--- src/rtl/prog_sequencer.sv ---
// prog_sequencer
//
// Run controller for the instruction-fetch unit. It runs NUM_PROGS programs
// one after another. For each program it holds fetch in reset at the
// program's start address for RESET_CYCLES cycles. It then releases fetch
// and counts run cycles until fetch raises halt or MAX_CYCLES run cycles
// pass without a halt. The count is reported for one cycle, then the next
// program starts.
//
// Ports:
//   clk             clock; all logic is on the rising edge
//   reset           synchronous, active-high; aborts any sequence in progress
//   start           begins a run sequence; sampled only in IDLE and FINISH
//   start_addrs     packed start addresses; program i is at [i*A +: A]
//   halt            halt flag from fetch
//   if_reset        reset to fetch; low only while a program runs
//   inst_addr_reset reset address to fetch, start_addrs[prog_idx]
//   prog_idx        index of the current program
//   running         high while fetch is released (RUN)
//   cycles          cycle count of the last finished program
//   cycles_valid    one-cycle pulse when cycles/timed_out are updated
//   timed_out       last program hit MAX_CYCLES without halting
//   all_done        high once every program has been run (FINISH)

module prog_sequencer #(
  parameter int A            = 4,
  parameter int NUM_PROGS    = 3,
  parameter int RESET_CYCLES = 2,
  parameter int MAX_CYCLES   = 1000,
  parameter int CYCLE_W      = 16,
  localparam int IDX_W       = (NUM_PROGS > 1) ? $clog2(NUM_PROGS) : 1
) (
  input  logic                   clk,
  input  logic                   reset,
  input  logic                   start,
  input  logic [NUM_PROGS*A-1:0] start_addrs,
  input  logic                   halt,
  output logic                   if_reset,
  output logic [A-1:0]           inst_addr_reset,
  output logic [IDX_W-1:0]       prog_idx,
  output logic                   running,
  output logic [CYCLE_W-1:0]     cycles,
  output logic                   cycles_valid,
  output logic                   timed_out,
  output logic                   all_done
);

  typedef enum logic [2:0] {
    S_IDLE   = 3'd0,
    S_LOAD   = 3'd1,
    S_RUN    = 3'd2,
    S_REPORT = 3'd3,
    S_FINISH = 3'd4
  } state_t;

  localparam logic [CYCLE_W-1:0] LOAD_LAST = CYCLE_W'(RESET_CYCLES - 1);
  localparam logic [CYCLE_W-1:0] RUN_LAST  = CYCLE_W'(MAX_CYCLES - 1);
  localparam logic [CYCLE_W-1:0] MAX_VAL   = CYCLE_W'(MAX_CYCLES);
  localparam logic [IDX_W-1:0]   LAST_IDX  = IDX_W'(NUM_PROGS - 1);
  localparam int                 TBL_SIZE  = 2 ** IDX_W;

  state_t             state_reg, state_next;
  logic [IDX_W-1:0]   prog_idx_reg, prog_idx_next;
  // Shared counter: counts held-reset cycles in LOAD and run cycles in RUN.
  logic [CYCLE_W-1:0] cnt_reg, cnt_next;
  logic [CYCLE_W-1:0] cycles_reg, cycles_next;
  logic               timed_out_reg, timed_out_next;

  // Address table padded to a power of two. Every value of prog_idx then
  // selects a defined entry. Indices at or above NUM_PROGS are never
  // reached and read as zero.
  logic [A-1:0] addr_tbl [TBL_SIZE];

  generate
    for (genvar gi = 0; gi < TBL_SIZE; gi++) begin : g_addr_tbl
      if (gi < NUM_PROGS) begin : g_used
        assign addr_tbl[gi] = start_addrs[gi*A +: A];
      end else begin : g_unused
        assign addr_tbl[gi] = '0;
      end
    end
  endgenerate

  always_ff @(posedge clk) begin
    if (reset) begin
      state_reg     <= S_IDLE;
      prog_idx_reg  <= '0;
      cnt_reg       <= '0;
      cycles_reg    <= '0;
      timed_out_reg <= 1'b0;
    end else begin
      state_reg     <= state_next;
      prog_idx_reg  <= prog_idx_next;
      cnt_reg       <= cnt_next;
      cycles_reg    <= cycles_next;
      timed_out_reg <= timed_out_next;
    end
  end

  always_comb begin
    state_next     = state_reg;
    prog_idx_next  = prog_idx_reg;
    cnt_next       = cnt_reg;
    cycles_next    = cycles_reg;
    timed_out_next = timed_out_reg;

    unique case (state_reg)
      S_IDLE, S_FINISH: begin
        if (start) begin
          prog_idx_next = '0;
          cnt_next      = '0;
          state_next    = S_LOAD;
        end
      end

      S_LOAD: begin
        if (cnt_reg == LOAD_LAST) begin
          cnt_next   = '0;
          state_next = S_RUN;
        end else begin
          cnt_next = cnt_reg + 1'b1;
        end
      end

      S_RUN: begin
        // A halt in the final run cycle still counts as a halt, so it is
        // tested before the timeout.
        if (halt) begin
          cycles_next    = cnt_reg;
          timed_out_next = 1'b0;
          state_next     = S_REPORT;
        end else if (cnt_reg == RUN_LAST) begin
          cycles_next    = MAX_VAL;
          timed_out_next = 1'b1;
          state_next     = S_REPORT;
        end else begin
          cnt_next = cnt_reg + 1'b1;
        end
      end

      S_REPORT: begin
        if (prog_idx_reg == LAST_IDX) begin
          state_next = S_FINISH;
        end else begin
          prog_idx_next = prog_idx_reg + 1'b1;
          cnt_next      = '0;
          state_next    = S_LOAD;
        end
      end

      default: begin
        state_next = S_IDLE;
      end
    endcase
  end

  // Outputs are decoded from registered state only, so there is no
  // combinational path from halt or start to any output.
  assign if_reset        = (state_reg != S_RUN);
  assign running         = (state_reg == S_RUN);
  assign cycles_valid    = (state_reg == S_REPORT);
  assign all_done        = (state_reg == S_FINISH);
  assign prog_idx        = prog_idx_reg;
  assign cycles          = cycles_reg;
  assign timed_out       = timed_out_reg;
  assign inst_addr_reset = addr_tbl[prog_idx_reg];

endmodule

--- config.mk ---
export PLATFORM = sky130hd
export DESIGN_NAME = prog_sequencer
export DESIGN_NICKNAME = d
export VERILOG_FILES = /design/src/rtl/prog_sequencer.sv
export SDC_FILE = /design/constraint.sdc
export NUM_CORES = 1
export LEC_CHECK = 0
export ABC_AREA = 1
export CORE_UTILIZATION = 45
export CTS_CLUSTER_SIZE = 28
export DETAILED_ROUTE_END_ITERATION = 8
export GPL_TIMING_DRIVEN = 0
export PLACE_DENSITY = 0.72
export SLEW_MARGIN = 5
export SYNTH_ARGS = -nofsm -noshare
export SYNTH_HDL_FRONTEND = slang
export SYNTH_SLANG_ARGS = --single-unit
--- constraint.sdc ---
create_clock -name clk -period 2 [get_ports clk]
set_input_delay 0.6 -clock clk [delete_from_list [all_inputs] [get_ports clk]]
set_output_delay 0.6 -clock clk [all_outputs]
set_load 0.05 [all_outputs]
# After elaboration in Yosys (flattened, before gate mapping)
# Cells that the tools add are included.
# word_totals
word_cells	54
register_bits	38
in_bits	16
# op_classes
n_addsub	2
n_lt_le_gt_ge	1
n_eq_ne	14
reduce_logical	9
n_bitwise	1
mux	22
# op_table
operator	n
16-bit 2-to-1 mux	7
16-bit case mux with 4 select lines	1
16-bit by 1-bit adder with 16-bit output, second input constant	1
16-bit by 1-bit equality test with 1-bit output, second input constant	1
16-bit by 10-bit equality test with 1-bit output, second input constant	1
3-bit 2-to-1 mux	5
3-bit case mux with 4 select lines	1
2-bit inequality test, second input constant	5
4-bit binary-select mux with 2-bit select	1
4-bit 2-to-1 mux	2
3-bit by 2-bit equality test with 1-bit output, second input constant	2
3-bit by 2-bit inequality test with 1-bit output, second input constant	2
3-bit AND reduction	2
5-bit AND reduction	1
2-bit 2-to-1 mux	2
2-bit case mux with 2 select lines	1
2-bit nonzero test	2
4-bit nonzero test	1
3-bit by 1-bit equality test with 1-bit output, second input constant	1
3-bit equality test, second input constant	1
3-bit >= comparator, second input constant	1
3-bit logical NOT	1
2-bit inverter with 3-bit output	1
2-bit by 1-bit adder with 2-bit output, second input constant	1
other kinds (4)	5

# Depth between registers and ports, before layout
# depth
depth_word	4
ltp_mapped	12

# Least setup slack after synthesis
# OpenSTA, ideal clock, no wires.
# synth_path
path_type	register to output
startpoint	reg prog_idx_reg[0], in the netlist prog_idx[0]
endpoint	out inst_addr_reset[0]
t_required_ns	1.400
slack_ns	-0.654
arrival_ns	2.054
stages_incl_launch_ff	5
cell_sequence	dfxtp_1 inv_1 clkbuf_1 nor2_1 o21ai_0
# synth_between
elab_chain_len	4
# synth_rtl
item	line_no	source
start: declaration	63	logic [IDX_W-1:0] prog_idx_reg, prog_idx_next;
start signal: assignment	93	prog_idx_reg <= prog_idx_next;
2-bit inverter with 3-bit output (implied by the code)	166	assign inst_addr_reset = addr_tbl[prog_idx_reg];
4-bit binary-select mux with 2-bit select	166	
4-bit 2-to-1 mux (implied by the code) (2 in series)	166	
end: declaration	39	output logic [A-1:0] inst_addr_reset,
# Every way passes these cells. The select of a mux whose other input is x is not followed.

# Final worst setup path
# layout_path
startpoint	reg prog_idx_reg[1], in the netlist prog_idx[1]
endpoint	out inst_addr_reset[1]
# The elaborated chain is that of the path after synthesis.

==> summary.md <==
| Metric | Value |
|---|---|
| Die ar. | 4600 um2 |
| Worst Reg-to-Reg Cells | 10 |
| Critical path type | flop to output pin |
| TritonCTS Buffers | 5 |
| Crit path max-delay cell type | dfxtp_2 |
| P_sw | approximately 1400 uW |
| CTS clk-pin slew, worst paths | 0.07 ns |
| DRC | 0 |
| Share of the synthesized area in the top cell type | 0.390 |
| Reg2reg setup slack | 0.14 ns |
| Clock sinks | 38 |
| Fin. max-slew vios | 0 |
| Post-Route Setup TNS | 0 ns |
| Switching Fraction | 0.457 |
| Largest area contributor in the netlist | dfxtp_1 |
| Routed via count | between 1500 and 2000 |
| Post-Route WL | 4.86 mm |
| Die Ht | a little under 70 um |
| Antenna Cells | 0 |
| Pint | ~1600 uW |
| Pre-antenna DRT Iters | 4 |
| Storage cell area | roughly 770 um2 |
| Critical path launch point type | flop |
| Final Cycle Share | 0.976 |
| Design area | 2640 um2 |
| Crit. End Element | output pin |
| Multi-input gate area | roughly 1100 um2 |
| Dpl ws | -0.731 ns |
| Maximum level of the CTS H-tree | 2 |
| Max transition margin | 0.668 |
| Final net count | ~370 |
| Synth cell count leaders | 75 x nand2_1, 43 x nor2_1, 38 x dfxtp_1, 38 x inv_1, 21 x nand3_1 |
| Global-route wire length before repair | 7.85 mm |
| Hold crit path type | flop to flop |
| Mapped Cells | 295 |
| Final ANT Viol Nets | 0 |
| Final Setup Violations | 0 |
| P per Cell Area | around 1100 nW/um2 |
| EDFF count, synth | 0 |
| Cell variety after synth | 26 |
| FP Rows | 23 |
| Initial DRC Count | between 100 and 150 |
| DP Area | approximately 2500 um2 |
| Vias/cell | roughly 5 |
| Combinational share of power | 0.493 |
| Clk buf depth | 2 |
| Core area | approximately 4100 um2 |
| Yosys warnings | 0 |
| Proportion of synthesized chip area in sequential cells | 0.390 |
| Hold Vio Cnt, Final | 0 |
| Ys flop type | dfxtp_1 |
| Syn avg cell area | approximately 6.6 um2 |
| Latest clock arrival within the worst-skew pair | just under 0.3 ns |
| Share of cells above drive strength 1 | 0.175 |
| Worst path cell trace | inv_1 -> o21ai_2 -> o21ai_4 -> buf_6 |
| Clock share of power | 0.184 |
| CTS tree | built |
| Hold EP | cycles[12]$_SDFFE_PP0P_ |
| RSZ-0062 raised after global routing | no |
| Wire per inst | roughly 12 um |
| Largest cells by area after synthesis | dfxtp_1 39%, nand2_1 14%, nor2_1 8.3% |
| Worst-Margin Slew | around 0.50 ns |
| Hold Slack | between 0.4 and 0.5 ns |
| Most frequent cell after synthesis | nand2_1 |
| Max-cap violations | 0 |
| Skew final | ~0.0056 ns |
| Crit Reg-Reg Startpoint | prog_idx[0]$_SDFFE_PP0P_ |
| Arrival time worst endpoint | between 1 and 1.5 ns |
| Leak | about 0.0012 uW |
| Routability cong. | 0.850 |
| Initial Util | 0.477 |
| Total Routing Usage GR | 0.226 |
| Critical R2R Capture | cnt_reg[6]$_SDFFE_PP0P_ |
| Fin crit period | roughly 2.0 ns |
| Die X-Extent | 67.8 um |
| Hold_sp | cycles[12]$_SDFFE_PP0P_ |
| Critical path required time | between 1 and 1.5 ns |
| Slowest stage delay, CP | approximately 0.38 ns |
| Outcome | finished clean |
| Pin count of the biggest net entering global routing | 13 |
| Number of global-route vias before repair | between 1500 and 2000 |
| Maximum fanout along the worst path | 7 |
| Fmax | ~510 MHz |
| FFs w/ async S/R, synth | 0 |
| Synth-to-layout area growth | 35.5% |
| Root cell of the clock tree | clkbuf_8 |
| Flop pwr share | 0.323 |
| I/O pins | 43 |
| Initial antenna violation count | 0 |
| Synth Cell Area | about 1900 um2 |
| Worst setup margin | 0.0476 ns |
| Syn Nets | roughly 310 |
| IO buf count | between 40 and 50 |
| DP Wirelength | about 3.5 mm |
| Peak supply drop | ~0.77 mV |
| Grt total ovfl | 0 |
| Worst Hold Depth | 2 |
| #FFs+latches synth | 38 |
| Filler Cell Count | ~400 |
-- power by group through the flow --
stage	clock network (uW)	registers (uW)	logic (uW)
CTS	559	955	1400
finish	549	966	1470
global placement	0	959	1340
floorplan	0	1090	834
global route	600	978	1600
detailed placement	0	962	1360
-- routing by layer --
layer	wire length, um	up-vias	global-route usage
li1	-	1045	-
met1	2360	888	0.295
met2	2200	41	0.369
met3	250	7	0.0467
met4	52	0	0.0781
met5	0	-	0
-- cell type report --
| class | instances | area share |
|---|---|---|
| Multi-Input combinational cell | 209 | 0.417 |
| Buffer | 3 | 0.00995 |
| Timing Repair Buffer | 46 | 0.159 |
| Tap cell | 50 | 0.0237 |
| Clock inverter | 2 | 0.00474 |
| Clock buffer | 6 | 0.0313 |
| Sequential cell | 38 | 0.291 |
| Inverter | 44 | 0.0635 |
-- stage by stage --
step	instances	power, uW	util
CTS	397	2910	0.632
global route	398	3180	0.646
global placement	387	2300	0.606
detailed placement	387	2320	0.606
floorplan	295	1930	-
finish	398	2990	0.646
-- worst max-delay path by stage --
stage                         startpoint                  to  slack (ns)
3_5_place_dp              start_addrs[2]  inst_addr_reset[2]       -0.73
4_1_cts                   start_addrs[2]  inst_addr_reset[2]       -0.06
6_report        prog_idx[1]$_SDFFE_PP0P_  inst_addr_reset[1]        0.05
2_1_floorplan  state_reg[1]$_SDFFE_PP0P_            if_reset        0.06
5_1_grt         prog_idx[1]$_SDFFE_PP0P_  inst_addr_reset[1]        0.01
3_3_place_gp              start_addrs[2]  inst_addr_reset[2]       -0.72
-- timing repair --
item,4_1_cts,5_1_grt
gates resized for setup,86,26
pin swaps,7,3
buffers inserted,2,2
setup endpoints to repair,34,32
hold buffers,0,0
-- layout by cell type (no fill, tap or decap), drive strengths merged --
cell / n
clkinvlp: 1
a211oi: 3
o211ai: 6
clkbuf: 8
dlymetal6s2s: 4
buf: 13
or2: 1
nor2: 46
nand3: 22
a21oi: 19
ha: 3
dlygate4sd2: 27
nor3: 9
clkdlybuf4s50: 3
clkinv: 3
o21ai: 19
nand4: 3
dfxtp: 38
nand2: 78
inv: 42
-- cells by family (layout without fill, tap and decap cells) --
family / after synthesis / in the layout / synth area share
AOI/OAI and AO/OA: 47 / 47 / 0.138
adders and majority gates: 3 / 3 / 0.0193
buffers and inverters: 48 / 101 / 0.0963
DFF: 38 / 38 / 0.390
and+or+nand+nor: 159 / 159 / 0.356
-- critical path, delay by kind of cell (launching register included) --
kind                   cells  cell delay, ns
flip-flops                 1            0.38
AO/OA/AOI/OAI              2            0.29
buffers and inverters      2            0.38
No activity file was read; power rests on OpenSTA's default activity.
